### config.mk
export PLATFORM = sky130hd
export DESIGN_NAME = c7bicu_refill
export DESIGN_NICKNAME = d
export VERILOG_FILES = /design/src/rtl/c7bicu_refill.sv
export SDC_FILE = /design/constraint.sdc
export NUM_CORES = 1
export LEC_CHECK = 0
export BUFFER_PORTS_ARGS = -buffer_cell sky130_fd_sc_hd__buf_2
export CORE_AREA = 2 2 188 190
export CTS_BUF_LIST = sky130_fd_sc_hd__clkbuf_2
export DETAILED_ROUTE_END_ITERATION = 7
export DIE_AREA = 0 0 190 192
export PLACE_DENSITY = 0.74
export RECOVER_POWER = 100
export SKIP_LAST_GASP = 1
export SLEW_MARGIN = 5
export SYNTH_ARGS = -nofsm -noshare
export SYNTH_HDL_FRONTEND = slang
export SYNTH_SLANG_ARGS = --single-unit
export TNS_END_PERCENT = 100
### constraint.sdc
create_clock -name clk -period 12.6 [get_ports clk]
set_input_delay 2.52 -clock clk [delete_from_list [all_inputs] [get_ports clk]]
set_output_delay 2.52 -clock clk [all_outputs]
set_load 0.05 [all_outputs]
### src/rtl/c7bicu_refill.sv
// Instruction-cache line-refill controller.
// Issues one BIU read per IFU miss, gathers four 64-bit beats into a
// 256-bit line buffer, forwards the critical doubleword to the IFU as soon
// as it lands, and strobes the finished line and tag into the cache arrays.
`timescale 1ns/1ps

module c7bicu_refill (
  input  logic         clk,
  input  logic         reset,
  input  logic         ifu_icu_miss_req,
  input  logic [31:3]  ifu_icu_miss_addr,
  input  logic         ifu_icu_miss_single,
  input  logic         ifu_icu_flush,
  output logic         icu_ifu_busy,
  output logic         icu_ifu_fwd_valid,
  output logic [63:0]  icu_ifu_fwd_data,
  output logic         icu_ifu_fwd_fault,
  output logic         icu_biu_req,
  output logic [31:3]  icu_biu_addr,
  output logic         icu_biu_single,
  input  logic         biu_icu_ack,
  input  logic         biu_icu_data_valid,
  input  logic         biu_icu_data_last,
  input  logic [63:0]  biu_icu_data,
  input  logic         biu_icu_fault,
  output logic         icu_tag_wr,
  output logic [31:5]  icu_line_addr,
  output logic [255:0] icu_line_data
);

  // Fixed line geometry: 4 beats x 64 bits.
  localparam int          LINE_BEATS = 4;
  localparam logic [2:0]  LAST_SLOT  = 3'(LINE_BEATS - 1);
  localparam logic [2:0]  FULL_CNT   = 3'(LINE_BEATS);

  typedef enum logic [1:0] {
    IDLE = 2'd0,
    REQ  = 2'd1,
    FILL = 2'd2,
    CMPL = 2'd3
  } state_t;

  state_t      state;
  logic        single_q;
  logic [1:0]  crit_q;
  logic [2:0]  beat_cnt;
  logic        fault_q;
  logic        fwd_done;
  logic        flush_q;

  // Per-beat decode of the incoming BIU data.
  logic [1:0]  slot;
  logic        is_crit;
  logic        excess;
  logic        proto_err;
  logic        fault_next;
  logic        beat_done;

  // Classify the current beat: target slot, criticality and protocol errors.
  // NOTE: combinational helpers use blocking '=' with a default for every
  // signal first, so no latch is inferred; sequential state uses '<=' only.
  always_comb begin
    slot       = single_q ? crit_q : beat_cnt[1:0];
    is_crit    = single_q | (beat_cnt == {1'b0, crit_q});
    excess     = (beat_cnt == FULL_CNT);
    proto_err  = excess | (~single_q & biu_icu_data_last & (beat_cnt != LAST_SLOT));
    fault_next = fault_q | biu_icu_fault | proto_err;
    beat_done  = single_q | biu_icu_data_last;
  end

  // Refill FSM with registered outputs and the line buffer.
  // NOTE: the line buffer is flop-based and small, so it is cleared on reset
  // to keep icu_line_data deterministic; a RAM-backed buffer would not be.
  always_ff @(posedge clk or posedge reset) begin
    if (reset) begin
      state             <= IDLE;
      single_q          <= 1'b0;
      crit_q            <= 2'd0;
      beat_cnt          <= 3'd0;
      fault_q           <= 1'b0;
      fwd_done          <= 1'b0;
      flush_q           <= 1'b0;
      icu_ifu_busy      <= 1'b0;
      icu_ifu_fwd_valid <= 1'b0;
      icu_ifu_fwd_data  <= 64'd0;
      icu_ifu_fwd_fault <= 1'b0;
      icu_biu_req       <= 1'b0;
      icu_biu_addr      <= '0;
      icu_biu_single    <= 1'b0;
      icu_tag_wr        <= 1'b0;
      icu_line_addr     <= '0;
      icu_line_data     <= '0;
    end else begin
      // Pulses default low every cycle.
      icu_ifu_fwd_valid <= 1'b0;
      icu_tag_wr        <= 1'b0;

      case (state)
        IDLE: begin
          if (ifu_icu_miss_req) begin
            single_q       <= ifu_icu_miss_single;
            crit_q         <= ifu_icu_miss_addr[4:3];
            beat_cnt       <= 3'd0;
            fault_q        <= 1'b0;
            fwd_done       <= 1'b0;
            flush_q        <= 1'b0;
            icu_ifu_busy   <= 1'b1;
            icu_biu_req    <= 1'b1;
            icu_biu_addr   <= ifu_icu_miss_single ? ifu_icu_miss_addr
                                                  : {ifu_icu_miss_addr[31:5], 2'b00};
            icu_biu_single <= ifu_icu_miss_single;
            icu_line_addr  <= ifu_icu_miss_addr[31:5];
            state          <= REQ;
          end
        end

        REQ: begin
          if (ifu_icu_flush) flush_q <= 1'b1;
          if (biu_icu_ack) begin
            icu_biu_req <= 1'b0;
            state       <= FILL;
          end
        end

        FILL: begin
          if (ifu_icu_flush) flush_q <= 1'b1;
          if (biu_icu_data_valid) begin
            // Beats beyond a full line are dropped; only the fault sticks.
            if (!excess) begin
              icu_line_data[{slot, 6'd0} +: 64] <= biu_icu_data;
              beat_cnt <= beat_cnt + 3'd1;
            end
            fault_q <= fault_next;
            if (is_crit && !fwd_done && !excess) begin
              fwd_done <= 1'b1;
              if (!(flush_q || ifu_icu_flush)) begin
                icu_ifu_fwd_valid <= 1'b1;
                icu_ifu_fwd_data  <= biu_icu_data;
                icu_ifu_fwd_fault <= biu_icu_fault;
              end
            end
            if (beat_done) begin
              icu_tag_wr <= ~single_q & ~fault_next;
              state      <= CMPL;
            end
          end
        end

        CMPL: begin
          icu_ifu_busy <= 1'b0;
          state        <= IDLE;
        end

        default: state <= IDLE;
      endcase
    end
  end

endmodule

[Word-level counts from Yosys, hierarchy flattened]
Index checks and enable logic that the tools add are counted.
W data, S select, Z words.
Storage, ports and cells
  bits in registers: 392
  logic and storage cells: 97
  output and inout port bits: 382
  input port bits: 102
Operators by class
  muxes and demuxes: 31
  shift operators: 2
  equality and inequality tests: 13
  bitwise logic cells: 12
  $add $sub $neg: 2
  reduce and logical (&&, ||, !) cells: 21
Operators by type and width (number)
  $bwmux W256: 1
  $shift A64 B10 Y256 const A: 1
  $shiftx A64 B10 Y256: 1
  $reduce_and A4 Y1: 4
  $mux W1: 14
  $mux W2: 6
  $ne A2 B2 Y1 const B: 6
  $reduce_and A3 Y1: 4
  $neg A8 Y10: 1
  $pmux W1 S2: 5
  $mux W3: 3
  $pmux W2 S4: 1
  $reduce_bool A2 Y1: 4
  $pmux W3 S2: 1
  $or A1 B1 Y1: 5
  $eq A2 B2 Y1 const B: 2
  $not A1 Y1: 4
  $reduce_and A2 Y1: 2
  $add A3 B1 Y3 const B: 1
  $and A1 B1 Y1: 3
  $eq A3 B2 Y1: 1
  $eq A3 B3 Y1 const B: 1
  $ne A3 B2 Y1 const B: 1
  $eq A2 B1 Y1 const B: 1
  other kinds (6): 8

[Logic depth before layout (Yosys ltp)]
  depth after elaboration: 10
  depth in mapped cells: 10
  depth with buffers taken out: 7

[Least setup slack after synthesis]
No wires, ideal clock.
  path kind: input to register
  start point: in biu_icu_data_valid
  end point: reg icu_ifu_fwd_data[43]
  path buffers: 3
  arrival time: 3.769 ns
  setup slack: 8.706 ns
  cell stages on the path: 7
  path through: and2_1 -> buf_2 -> nand2_1 -> nor4_2 -> buf_4 -> buf_6 -> mux2_2
On the way
  cells in the longest elaborated chain, start to end: 1
Ends and longest elaborated chain
  from (decl): line 22  | input logic biu_icu_data_valid,
  $reduce_and A4 Y1 (no source line)
  to (signal assigned): line 138  | icu_ifu_fwd_data <= biu_icu_data;
  to (decl): line 16  | output logic [63:0] icu_ifu_fwd_data,
No other way between the ends.
A chain may end at the register's enable or synchronous reset.

[Worst setup path in the final report]
  start point: in biu_icu_data_valid
  end point: reg icu_line_data[219]
On the way
  cells in the longest elaborated chain, start to end: 1
Ends and longest elaborated chain
  $reduce_and A3 Y1 (no source line)
  to (signal, indexed assignment): line 130  | icu_line_data[{slot, 6'd0} +: 64] <= biu_icu_data;
  to (decl): line 28  | output logic [255:0] icu_line_data
No other way between the ends.

==> impl_metrics.env <==
export IMPL_grt_max_degree=166
export IMPL_setup_tns_ns=0
export IMPL_r2r_slack_ns=5.78
export IMPL_wl_met1_um=16200
export IMPL_numPlacedInstances=1753
export IMPL_grt_pass1_wl_um=59900
export IMPL_rsz0062_at_grt="no"
export IMPL_slew_headroom=-1.21
export IMPL_drc=0
export IMPL_gp_congestion=0.815
export IMPL_p_leak_uw=0.00800
export IMPL_final_nets=1508
export IMPL_wl_per_cell_um=20.8
export IMPL_yosys_warnings=0
export IMPL_grt_pass1_vias=10400
export IMPL_crit_fanout=65
export IMPL_status="finished, violations left"
export IMPL_syn_to_final_growth_pct=20.6
export IMPL_cts_hold_buf=0
export IMPL_cap_violations=15
export IMPL_cp_required_ns=13.42
export IMPL_grt_util_all_layers=0.214
export IMPL_synth_edf_count=0
export IMPL_viasPerCell=5.27
export IMPL_route_vias_total=10100
export IMPL_ys_flop_type="dfrtp_1"
export IMPL_design_area_um2=16500
export IMPL_clockBufferDepth=3
export IMPL_maxSlewViolCount=647
export IMPL_stdcell_count=1914
export IMPL_clk_pin_slew_ns=0.09
export IMPL_clockRootBuffer="clkbuf_2"
export IMPL_drive_gt1_frac=0.225
export IMPL_dp_hpwl_um=26000
export IMPL_violations="max-capacitance violations, max-slew violations"
export IMPL_clock_latency_ns=0.97
export IMPL_place_area_um2=16300
export IMPL_synth_seq_area_share=0.668
export IMPL_cts_buffers=94
export IMPL_critPathLaunchType="input port"
export IMPL_cts_tree="built"
export IMPL_antenna_found_initial=1
export IMPL_worst_pin_slew_ns=3.31
export IMPL_p_per_area_nw_per_um2=299
export IMPL_worstSetupPathType="input port to flip-flop"
export IMPL_design_core_area_um2=34300
export IMPL_gr_total_overflow=0
export IMPL_die_area_um2=36500
export IMPL_fin_crit_sh=0.607
export IMPL_post_cts_repair_setup_buffers=0
export IMPL_combPwrFrac=0.478
export IMPL_synth_top_area_frac=0.668
export IMPL_avgSynthCellArea_um2=15.3
export IMPL_synth_area_leader_cell="dfrtp_1"
export IMPL_setup_worst_path_end_class="flip-flop"
export IMPL_dr_max_layer_used="met4"
export IMPL_htreeDepth=3
export IMPL_synth_area_leaders="dfrtp_1 (67%), a22o_1 (16%), mux2_2 (7.0%), buf_4 (1.9%), ha_1 (1.1%)"
export IMPL_drtAntennaViolNets=0
export IMPL_async_flop_share=1.00
export IMPL_synth_net_count=1011
export IMPL_skew_ns=0.0524
export IMPL_synth_area_um2=13700
export IMPL_fin_crit_ns=7.65
export IMPL_first_pass_iters=5
export IMPL_fillers=3255
export IMPL_switching_power_uw=2570
export IMPL_cts_sinks=365
export IMPL_ys_types=35
export IMPL_synthCells=897
export IMPL_num_rows=68
export IMPL_switching_share=0.521
export IMPL_drt_iter0_drc=475
export IMPL_routed_wl_um=39800
export IMPL_place_port_buffers=483
export IMPL_final_hold_violation_count=0
export IMPL_p_int_uw=2370
export IMPL_num_io_pins=484
export IMPL_setup_viol=0
export IMPL_initial_utilization=0.399
export IMPL_cts_resized=0
export IMPL_p_clk_frac=0.165
export IMPL_crit_arrival_ns=8.47
export IMPL_fmax_mhz=131
export IMPL_p_seq_frac=0.357
export IMPL_synth_seq_cells=365
export IMPL_hold_path_class="flip-flop to flip-flop"
export IMPL_chipWidth_um=190
export IMPL_die_h_um=192
export IMPL_peakVddDrop_v=0.000209
export IMPL_route_met2_wl_um=19400
export IMPL_route_met3_wl_um=3040
critical path: stages:
cell      delay [ns]
clkbuf_1        0.14
and2_0          0.34
nand3_1         2.21
nor4_1          1.25
clkbuf_1        1.68
a22o_1          0.31
final cells by class:
cell class	count	area [um^2]	area share
Timing Repair Buffer	496	2020	0.122
Multi-Input combinational cell	425	3870	0.235
Sequential cell	365	9130	0.554
Clock buffer	130	651	0.0394
Clock inverter	30	206	0.0125
Tap cell	455	569	0.0345
Antenna cell	1	2.50	0.000152
Inverter	12	48.8	0.00296
cells in the final DEF, fill, tap and decap left out, drive strengths merged, types with 2 or more instances in the layout:
cell,instances
clkinv,24
a22o,257
bufinv,3
nand2,14
nor4b,2
dfrtp,365
mux2,97
nor4,3
inv,12
buf,101
xnor2,2
o21a,2
clkinvlp,3
nand3,4
ha,12
a21oi,3
o21ai,6
nand2b,4
nor2,2
mux2i,6
clkbuf,525
cells by family after synthesis:
kind of cell | synth area share
xor gates and xnor gates | 0.00128
AOI/OAI and AO/OA | 0.173
muxes | 0.0851
buffers and inverters | 0.0468
DFF | 0.668
adders and majority gates | 0.0110
and+or+nand+nor | 0.0150
cell usage after synthesis (3+ instances only):
cell type,number
dfrtp_1,365
a22o_1,257
mux2_2,85
buf_4,35
clkbuf_1,31
buf_2,18
nand2_1,14
ha_1,12
mux2_1,12
buf_6,11
inv_1,11
o21ai_0,6
mux2i_1,5
nand2b_1,4
nand3_1,4
a21oi_1,3
through the flow:
step | worst slack (ns) | hold WS [ns] | power, uW | util
2_1_floorplan | 5.18 | 0.467 | 3710 | -
3_3_place_gp | 7.46 | 0.462 | 4230 | 0.475
3_5_place_dp | 7.38 | 0.469 | 4270 | 0.475
4_1_cts | 8.05 | 0.490 | 5100 | 0.500
5_1_grt | 4.59 | 0.506 | 5170 | 0.481
6_report | 4.95 | 0.490 | 4940 | 0.481
power groups by stage:
stage | Sequential, uW | Combinational, uW | Clock (uW)
after CTS | 1750 | 2510 | 845
after global placement | 1750 | 2480 | 0
after detailed placement | 1760 | 2510 | 0
after global routing | 1800 | 2460 | 911
after floorplan | 2950 | 755 | 0
final | 1760 | 2360 | 815
final timing paths:
| kind | to | cells after the start | from |
|---|---|---|---|
| setup / recovery | icu_line_data[219] | 6 | biu_icu_data_valid |
| setup reg to reg | icu_line_data[219] | 7 | state[0] |
| min in group asynchronous | icu_line_data[123] | 2 | reset |
| max in group asynchronous | icu_ifu_fwd_data[26] | 3 | reset |
| hold reg to reg | icu_ifu_fwd_data[0] | 1 | icu_ifu_fwd_data[0] |
| hold / removal | icu_ifu_fwd_data[0] | 1 | icu_ifu_fwd_data[0] |
sequential cells by signal (all words and copies together), names as in the netlist, 2 cells and up:
signal            cells
beat_cnt              3
crit_q                2
icu_biu_addr         29
icu_ifu_fwd_data     64
icu_line_data       256
state                 2
layer usage:
metal	up-vias	global-route usage
li1	4381	-
met1	5103	0.266
met5	-	0
met3	78	0.0561
met2	522	0.350
met4	0	0.0990
(Power assumes the default switching activity.)
